===== src/rtl/tri_pixel_map.sv =====
// tri_pixel_map: captures rasterizer points into a 2^W x 2^W bitmap, counts
// distinct covered pixels, then streams the finished frame out one row per
// rd_en and clears itself for the next triangle.

// One bitmap row: sticky set of a single bit, bulk clear at end of readout.
module tri_pixel_row #(
  parameter int W = 3
) (
  input  logic           clk,
  input  logic           reset,
  input  logic           set,
  input  logic [W-1:0]   x,
  input  logic           clr,
  output logic [(1<<W)-1:0] bits
);
  // Row storage: clear has priority so a frame never leaks into the next one.
  always_ff @(posedge clk or negedge reset) begin
    if (!reset)      bits    <= '0;
    else if (clr)    bits    <= '0;
    else if (set)    bits[x] <= 1'b1;
  end
endmodule

module tri_pixel_map #(
  parameter int W     = 3,
  parameter int CNT_W = 7
) (
  input  logic                 clk,
  input  logic                 reset,
  input  logic                 busy_in,
  input  logic                 po,
  input  logic [W-1:0]         xo,
  input  logic [W-1:0]         yo,
  input  logic                 rd_en,
  output logic                 frame_valid,
  output logic                 row_vld,
  output logic [W-1:0]         row_idx,
  output logic [(1<<W)-1:0]    row_data,
  output logic [CNT_W-1:0]     pix_cnt,
  output logic                 overrun
);
  localparam int N = 1 << W;
  localparam logic [CNT_W-1:0] MAX_CNT = CNT_W'(N * N);

  typedef enum logic [1:0] {IDLE, CAPT, READ} state_t;

  state_t             state, state_nxt;
  logic [N-1:0][N-1:0] map;
  logic [W-1:0]       rd_ptr;
  logic               cap, hit, last;

  // Points are accepted in IDLE (first busy edge) and CAPT; READ drops them.
  assign cap  = busy_in & po & (state != READ);
  assign hit  = map[yo][xo];
  assign last = (state == READ) & rd_en & (rd_ptr == W'(N - 1));

  // frame_valid follows the state so reset drops it asynchronously and it
  // falls on the same edge that issues the final row.
  assign frame_valid = (state == READ);

  for (genvar r = 0; r < N; r++) begin : g_row
    tri_pixel_row #(.W(W)) u_row (
      .clk   (clk),
      .reset (reset),
      .set   (cap && (yo == W'(r))),
      .x     (xo),
      .clr   (last),
      .bits  (map[r])
    );
  end

  // State register.
  always_ff @(posedge clk or negedge reset) begin
    if (!reset) state <= IDLE;
    else        state <= state_nxt;
  end

  // Next-state: IDLE -> CAPT on busy, CAPT -> READ when busy drops,
  // READ -> IDLE once the last row has been issued.
  always_comb begin
    state_nxt = state;
    case (state)
      IDLE:    if (busy_in)  state_nxt = CAPT;
      CAPT:    if (!busy_in) state_nxt = READ;
      READ:    if (last)     state_nxt = IDLE;
      default:               state_nxt = IDLE;
    endcase
  end

  // Distinct-pixel counter: only a 0->1 transition counts; saturates at N*N.
  always_ff @(posedge clk or negedge reset) begin
    if (!reset)                                pix_cnt <= '0;
    else if (last)                             pix_cnt <= '0;
    else if (cap && !hit && pix_cnt < MAX_CNT) pix_cnt <= pix_cnt + 1'b1;
  end

  // Row readout: one registered row per rd_en; outputs hold through stalls.
  always_ff @(posedge clk or negedge reset) begin
    if (!reset) begin
      rd_ptr   <= '0;
      row_vld  <= 1'b0;
      row_idx  <= '0;
      row_data <= '0;
    end else if (state == READ && rd_en) begin
      row_vld  <= 1'b1;
      row_idx  <= rd_ptr;
      row_data <= map[rd_ptr];
      rd_ptr   <= last ? '0 : rd_ptr + 1'b1;
    end else begin
      row_vld  <= 1'b0;
    end
  end

  // Sticky overrun: rasterizer started a new triangle before readout finished.
  always_ff @(posedge clk or negedge reset) begin
    if (!reset)                        overrun <= 1'b0;
    else if (state == READ && busy_in) overrun <= 1'b1;
  end
endmodule


===== config.mk =====
export PLATFORM = sky130hd
export DESIGN_NAME = tri_pixel_map
export DESIGN_NICKNAME = d
export VERILOG_FILES = /design/src/rtl/tri_pixel_map.sv
export SDC_FILE = /design/constraint.sdc
export NUM_CORES = 1
export LEC_CHECK = 0
export CAP_MARGIN = 40
export CORE_UTILIZATION = 32
export DETAILED_ROUTE_END_ITERATION = 10
export GPL_ROUTABILITY_DRIVEN = 0
export REMOVE_ABC_BUFFERS = 1
export SLEW_MARGIN = 20
export SYNTH_ARGS = -nofsm -noshare
export SYNTH_HDL_FRONTEND = slang
export SYNTH_SLANG_ARGS = --single-unit

===== constraint.sdc =====
create_clock -name clk -period 3 [get_ports clk]
set_input_delay 0.6 -clock clk [delete_from_list [all_inputs] [get_ports clk]]
set_output_delay 0.6 -clock clk [all_outputs]
set_load 0.005 [all_outputs]

# After elaboration in Yosys (flattened, before gate mapping)
# Index checks and enable logic that the tools add are counted.
# totals
register_bits	89
in_bits	11
out_inout_bits	21
wordCells	106
# classes
addsub	2
order_cmp	5
n_eq_ne	14
n_mux	32
bitwise_logic	12
reduce_logical	26
# ops
operator	count
two-way mux 8 bit	18
bitwise OR 8 bit	8
binary-select mux 8 bit (select 3 bit)	2
nonzero test 2 bit	9
equality test 3 bit (second input constant)	5
two-way mux 7 bit	2
logical AND 1 bit	13
< comparator 3 x 4 -> 1 bit (second input constant)	3
adder 7 x 1 -> 7 bit (second input constant)	1
< comparator 7 bit (second input constant)	1
equality test 3 x 2 -> 1 bit (second input constant)	2
two-way mux 2 bit	3
!= test 2 bit (second input constant)	3
case mux 2 bit (3 select lines)	1
AND 1 bit	4
adder 3 x 1 -> 3 bit (second input constant)	1
binary-select mux 1 bit (select 3 bit)	1
demux 1 bit (select 3 bit)	1
equality test 3 x 1 -> 1 bit (second input constant)	1
>= comparator 3 x 1 -> 1 bit (second input constant)	1
zero test 3 bit	1
two-way mux 1 bit	3
two-way mux 3 bit	1
AND reduction 3 bit	1
5 further kinds	5

# Longest topological paths before layout
# depth
depth_word	9
ltp_mapped	9
mapped_depth_nobuf	6

# Cells and area by module
# A second synthesis with hierarchy kept.
# unflattened
hier_cells	451
area_unflattened_um2	4994.8
# modules_own_cells
module	instances	cells_each	area_each_um2	seq_area_each_um2
tri_pixel_row	8	32	347.8	200.2
tri_pixel_map	1	195	2212.1	625.6

# Worst setup path after synthesis
# OpenSTA, ideal clock, no wires.
# synth_timing
path_kind	input port to flip-flop
startpoint	input yo[0]
endpoint	register pix_cnt[3]
setup_ns	0.127
arrival_ns	2.445
t_required_ns	2.873
setup_slack_ns	0.428
stages	7
path_buffers	2
cell_sequence	buf_2 > clkbuf_1 > mux2_2 > and2_4 > nor4_4 > nand3b_1 > mux2_1
# synth_between
elab_chain_cells	8
# synth_lines
item	line_no	text
start, declared	33	input logic [W-1:0] yo,
binary-select mux 8 bit (select 3 bit)	54	assign hit = map[yo][xo];
two-way mux 8 bit (not written as such)	54	
binary-select mux 1 bit (select 3 bit)	54	
two-way mux 1 bit (not written as such)	54	
zero test 1 bit	94	else if (cap && !hit && pix_cnt < MAX_CNT) pix_cnt <= pix_cnt + 1'b1;
logical AND 1 bit (2 in a row)	94	
nonzero test 2 bit (no line)	n/a	
end signal, assigned	94	
end, declared	39	output logic [CNT_W-1:0] pix_cnt,
# No other way between the ends. The select of a mux whose other input is x is not followed.
# A chain may end at the register's enable or synchronous reset.

# Worst setup path after layout
# layout_timing
startpoint	input yo[1]
endpoint	register pix_cnt[3]
# Same word-level chain as after synthesis.

==> reports/results.env <==
WORST-PATH-MAX-FANOUT=4
DIEAREA_UM2=14300
GRT_START_MAX_NET_PINS=67
SYNTH-SEQ-AREA-SHARE_PCT=50.4
DRC=0
CRIT_PATH_CATEGORY='in2reg'
MOSTFREQUENTLAYOUTCELLS='sky130_fd_sc_hd__dfrtp_1 (89), sky130_fd_sc_hd__nor2_1 (73), sky130_fd_sc_hd__a21oi_1 (65)'
GRT_BUSIEST_LAYER='met2'
SYNTH-WARNING-COUNT=0
POWER.DENSITY_nW_PER_UM2=728
CTS_TREE='yes'
GRTUSAGEMET1_PCT=22.9
CTS-HTREE-LEVELS=3
CELL_VARIETY_AFTER_SYNTH=35
TIMING.MAX_SLEW.REL_SLACK_PCT=49.9
FINISH.CELL_COUNT_WITHOUT_FILLERS=630
VIAS=3324
SYN_INST=402
CHIPWIDTH_UM=120
POST-ROUTE-MIN-PERIOD_NS=2.69
CTS_SETUP_BUFFERS=0
SYN-CELL-AREA_UM2=4420
FILL_CELLS=1308
CLOCK-SKEW-FINAL_NS=0.00783
STATUS='finished, final reports clean'
SYNTH_TOP_FLOP_CELL='sky130_fd_sc_hd__dfrtp_1'
ESTIMATED_WIRELENGTH_OF_THE_DETAIL_PLACED_DESIGN_MM=7.52
CTS.REPAIR.RESIZED=0
POST_ROUTE_CELLS_DRIVE_ABOVE_1_SHARE_PCT=20.7
ANT_NETS=0
GRT_ANTENNA_BEFORE_REPAIR=0
POSTCTSHOLDBUFS=0
REQUIRED_NS=3.23
LAYOUT_COMMONEST_CELL='sky130_fd_sc_hd__dfrtp_1'
WORST_SETUP_PATH_END_KIND='flip-flop'
STATIC-LEAKAGE-POWER_nW=2.46
SYNTH_SEQ_CELLS=89
CTS_INSERTED_BUFFERS=9
FIN_UTIL_PCT=40.6
GLOBAL_ROUTE_WIRE_LENGTH_BEFORE_REPAIR_MM=18.6
CLASS_OF_THE_TIGHTEST_HOLD_OR_REMOVAL_CHECK='in2async'
RSZ0062_AT_GRT='false'
DETAIL_ROUTE.WIRELENGTH_MM=11.1
TIMING.MAX_CAP.VIOLATIONS=0
F_MAX_MHz=371
DR.PASS1.ITERS=4
SYNTH-EDFF-COUNT=0
TIMING.CRITICAL_PATH.FROM_TYPE='input port'
WORST_PIN_SLEW_NS=0.751
FINAL-SETUP-VIOL-COUNT=0
HOLDWS_NS=0.298
CRITICAL_PATH_ARRIVAL_NS=2.93
START_UTIL_PCT=33.1
PORT-BUFFER-COUNT=31
CLKTRANSATPATHREGS_NS=0.06
DRT-INITIAL-DRC-COUNT=244
NETS_FINISH=463
GRT.OVERFLOW.TOTAL=0
CTS_NUM_SINKS=89
WORST_IR_DROP_VDD_V=0.000323
POST-ROUTE-PERIOD-UTIL_PCT=89.7
TIMING.FINAL.MAX_SLEW_VIOLATIONS=0
ASYNC_RESET_FF_SHARE_PCT=100
CTS-ROOT-BUF='sky130_fd_sc_hd__clkbuf_16'
PLACED_CELLS_INCL_TAPS=614
IO-PIN-COUNT=32
SYN-MEAN-INSTANCE-AREA_UM2=11.0
PLACEMENT_ROW_COUNT=42
ANTENNA_CELLS_INSERTED=0
VIA_PER_INST=5.28
HOLD_VIOLATIONS=0
GRT_UTIL_ALL_LAYERS_PCT=17.0
GRT.MET2_USAGE_PCT=26.4
CTS_BUFFER_DEPTH=2
DIE_HEIGHT_UM=120
USE_MET3_PCT=4.09
LAYOUT-AREA-OVERHEAD-VS-SYNTH_PCT=22.5
NUMBER_OF_GLOBAL_ROUTE_VIAS_BEFORE_REPAIR=3416
WORST_SKEW_PAIR.LATE_LATENCY_NS=0.35
CORE_REGION_AREA_UM2=13300
ROUTED_WIRE_LENGTH_PER_INSTANCE_UM=17.6
==> synth_stat cells, drive strengths merged (2+ instances only) <==
library cell  instances  area, µm²
dfrtp                89       2230
nor2                 73        274
a21oi                65        325
mux4                 30        676
nand2                22       82.6
clkbuf               20       75.1
mux2i                19        190
o21ai                12       60.1
nor3                 10       50.1
buf                   8       36.3
mux2                  8       90.1
nor2b                 7       43.8
nand3                 5       25.0
and3                  4       25.0
nand2b                4       25.0
ha                    3       37.5
inv                   3       11.3
nor3b                 3       27.5
or2                   3       18.8
a21o                  2       15.0
and2                  2       15.0
nand3b                2       15.0
nor4                  2       27.5
==> worst max-delay path, cell delays in order <==
cell	delay [ns]
sky130_fd_sc_hd__clkdlybuf4s50_1	0.61
sky130_fd_sc_hd__mux4_2	0.52
sky130_fd_sc_hd__mux2_2	0.28
sky130_fd_sc_hd__and2_4	0.17
sky130_fd_sc_hd__nor4_4	0.31
sky130_fd_sc_hd__nand3b_1	0.11
sky130_fd_sc_hd__mux2_1	0.31
==> state kept, by name, indices dropped and copies added (netlist names) <==
| signal | cells |
|---|---|
| state | 2 |
| g_row.u_row.bits | 64 |
| row_vld | 1 |
| row_idx | 3 |
| row_data | 8 |
| overrun | 1 |
| rd_ptr | 3 |
| pix_cnt | 7 |
==> per-layer routing <==
layer | up-vias | routed length, µm
met5 | - | 0
met4 | 0 | 188
met3 | 13 | 635
met2 | 96 | 5340
met1 | 1683 | 4930
li1 | 1532 | -
==> final cells by class <==
type | instances | area, µm² | area share (%)
multi-input cells | 282 | 2070 | 38.3
flip-flops and latches | 89 | 2230 | 41.1
inverters | 3 | 11.3 | 0.208
clock buffers | 11 | 253 | 4.67
clock inverters | 5 | 37.5 | 0.693
repair buffers | 64 | 593 | 11.0
well taps | 176 | 220 | 4.07
==> power by group <==
part | total (mW) | switching [mW] | internal [mW]
Combinational | 1.14 | 0.495 | 0.641
Sequential | 1.71 | 0.230 | 1.48
Clock | 1.10 | 0.487 | 0.611
==> stage by stage <==
| stage | setup slack, ns | cell area (µm²) | total power [mW] | setup TNS, ns |
|---|---|---|---|---|
| floorplan | -0.114 | 4310 | 2.38 | -0.141 |
| global placement | -0.0711 | 5120 | 2.85 | -0.129 |
| detailed placement | -0.0891 | 5120 | 2.88 | -0.280 |
| CTS | 0.284 | 5420 | 4.00 | 0 |
| global route | 0.199 | 5420 | 4.19 | 0 |
| finish | 0.308 | 5420 | 3.94 | 0 |
==> cells by family (layout without fill, tap and decap cells) <==
family / count (synthesis) / in the layout / share of synthesized area, %
mux: 57 / 57 / 21.6
fa+ha+maj: 3 / 3 / 0.849
buf+inv: 31 / 83 / 2.77
compound gates: 85 / 85 / 10.2
simple gates: 137 / 137 / 14.2
flops: 89 / 89 / 50.4
==> worst paths after layout <==
check                                                    from                            endpoint  slack [ns]  cells after the start
max                                                     yo[1]              pix_cnt[3]$_DFFE_PN0P_        0.31                      7
min                                                     reset              row_idx[1]$_DFFE_PN0P_        0.30                      1
max reg2reg                g_row[7].u_row.bits[7]$_DFFE_PN0P_              pix_cnt[3]$_DFFE_PN0P_        0.84                      6
min reg2reg                              state[1]$_DFFE_PN0P_                state[0]$_DFFE_PN0P_        0.45                      1
max in group asynchronous                               reset  g_row[7].u_row.bits[0]$_DFFE_PN0P_        1.96                      2
min in group clk                         state[1]$_DFFE_PN0P_                state[0]$_DFFE_PN0P_        0.45                      1
Power figures use the tool's default switching activity.
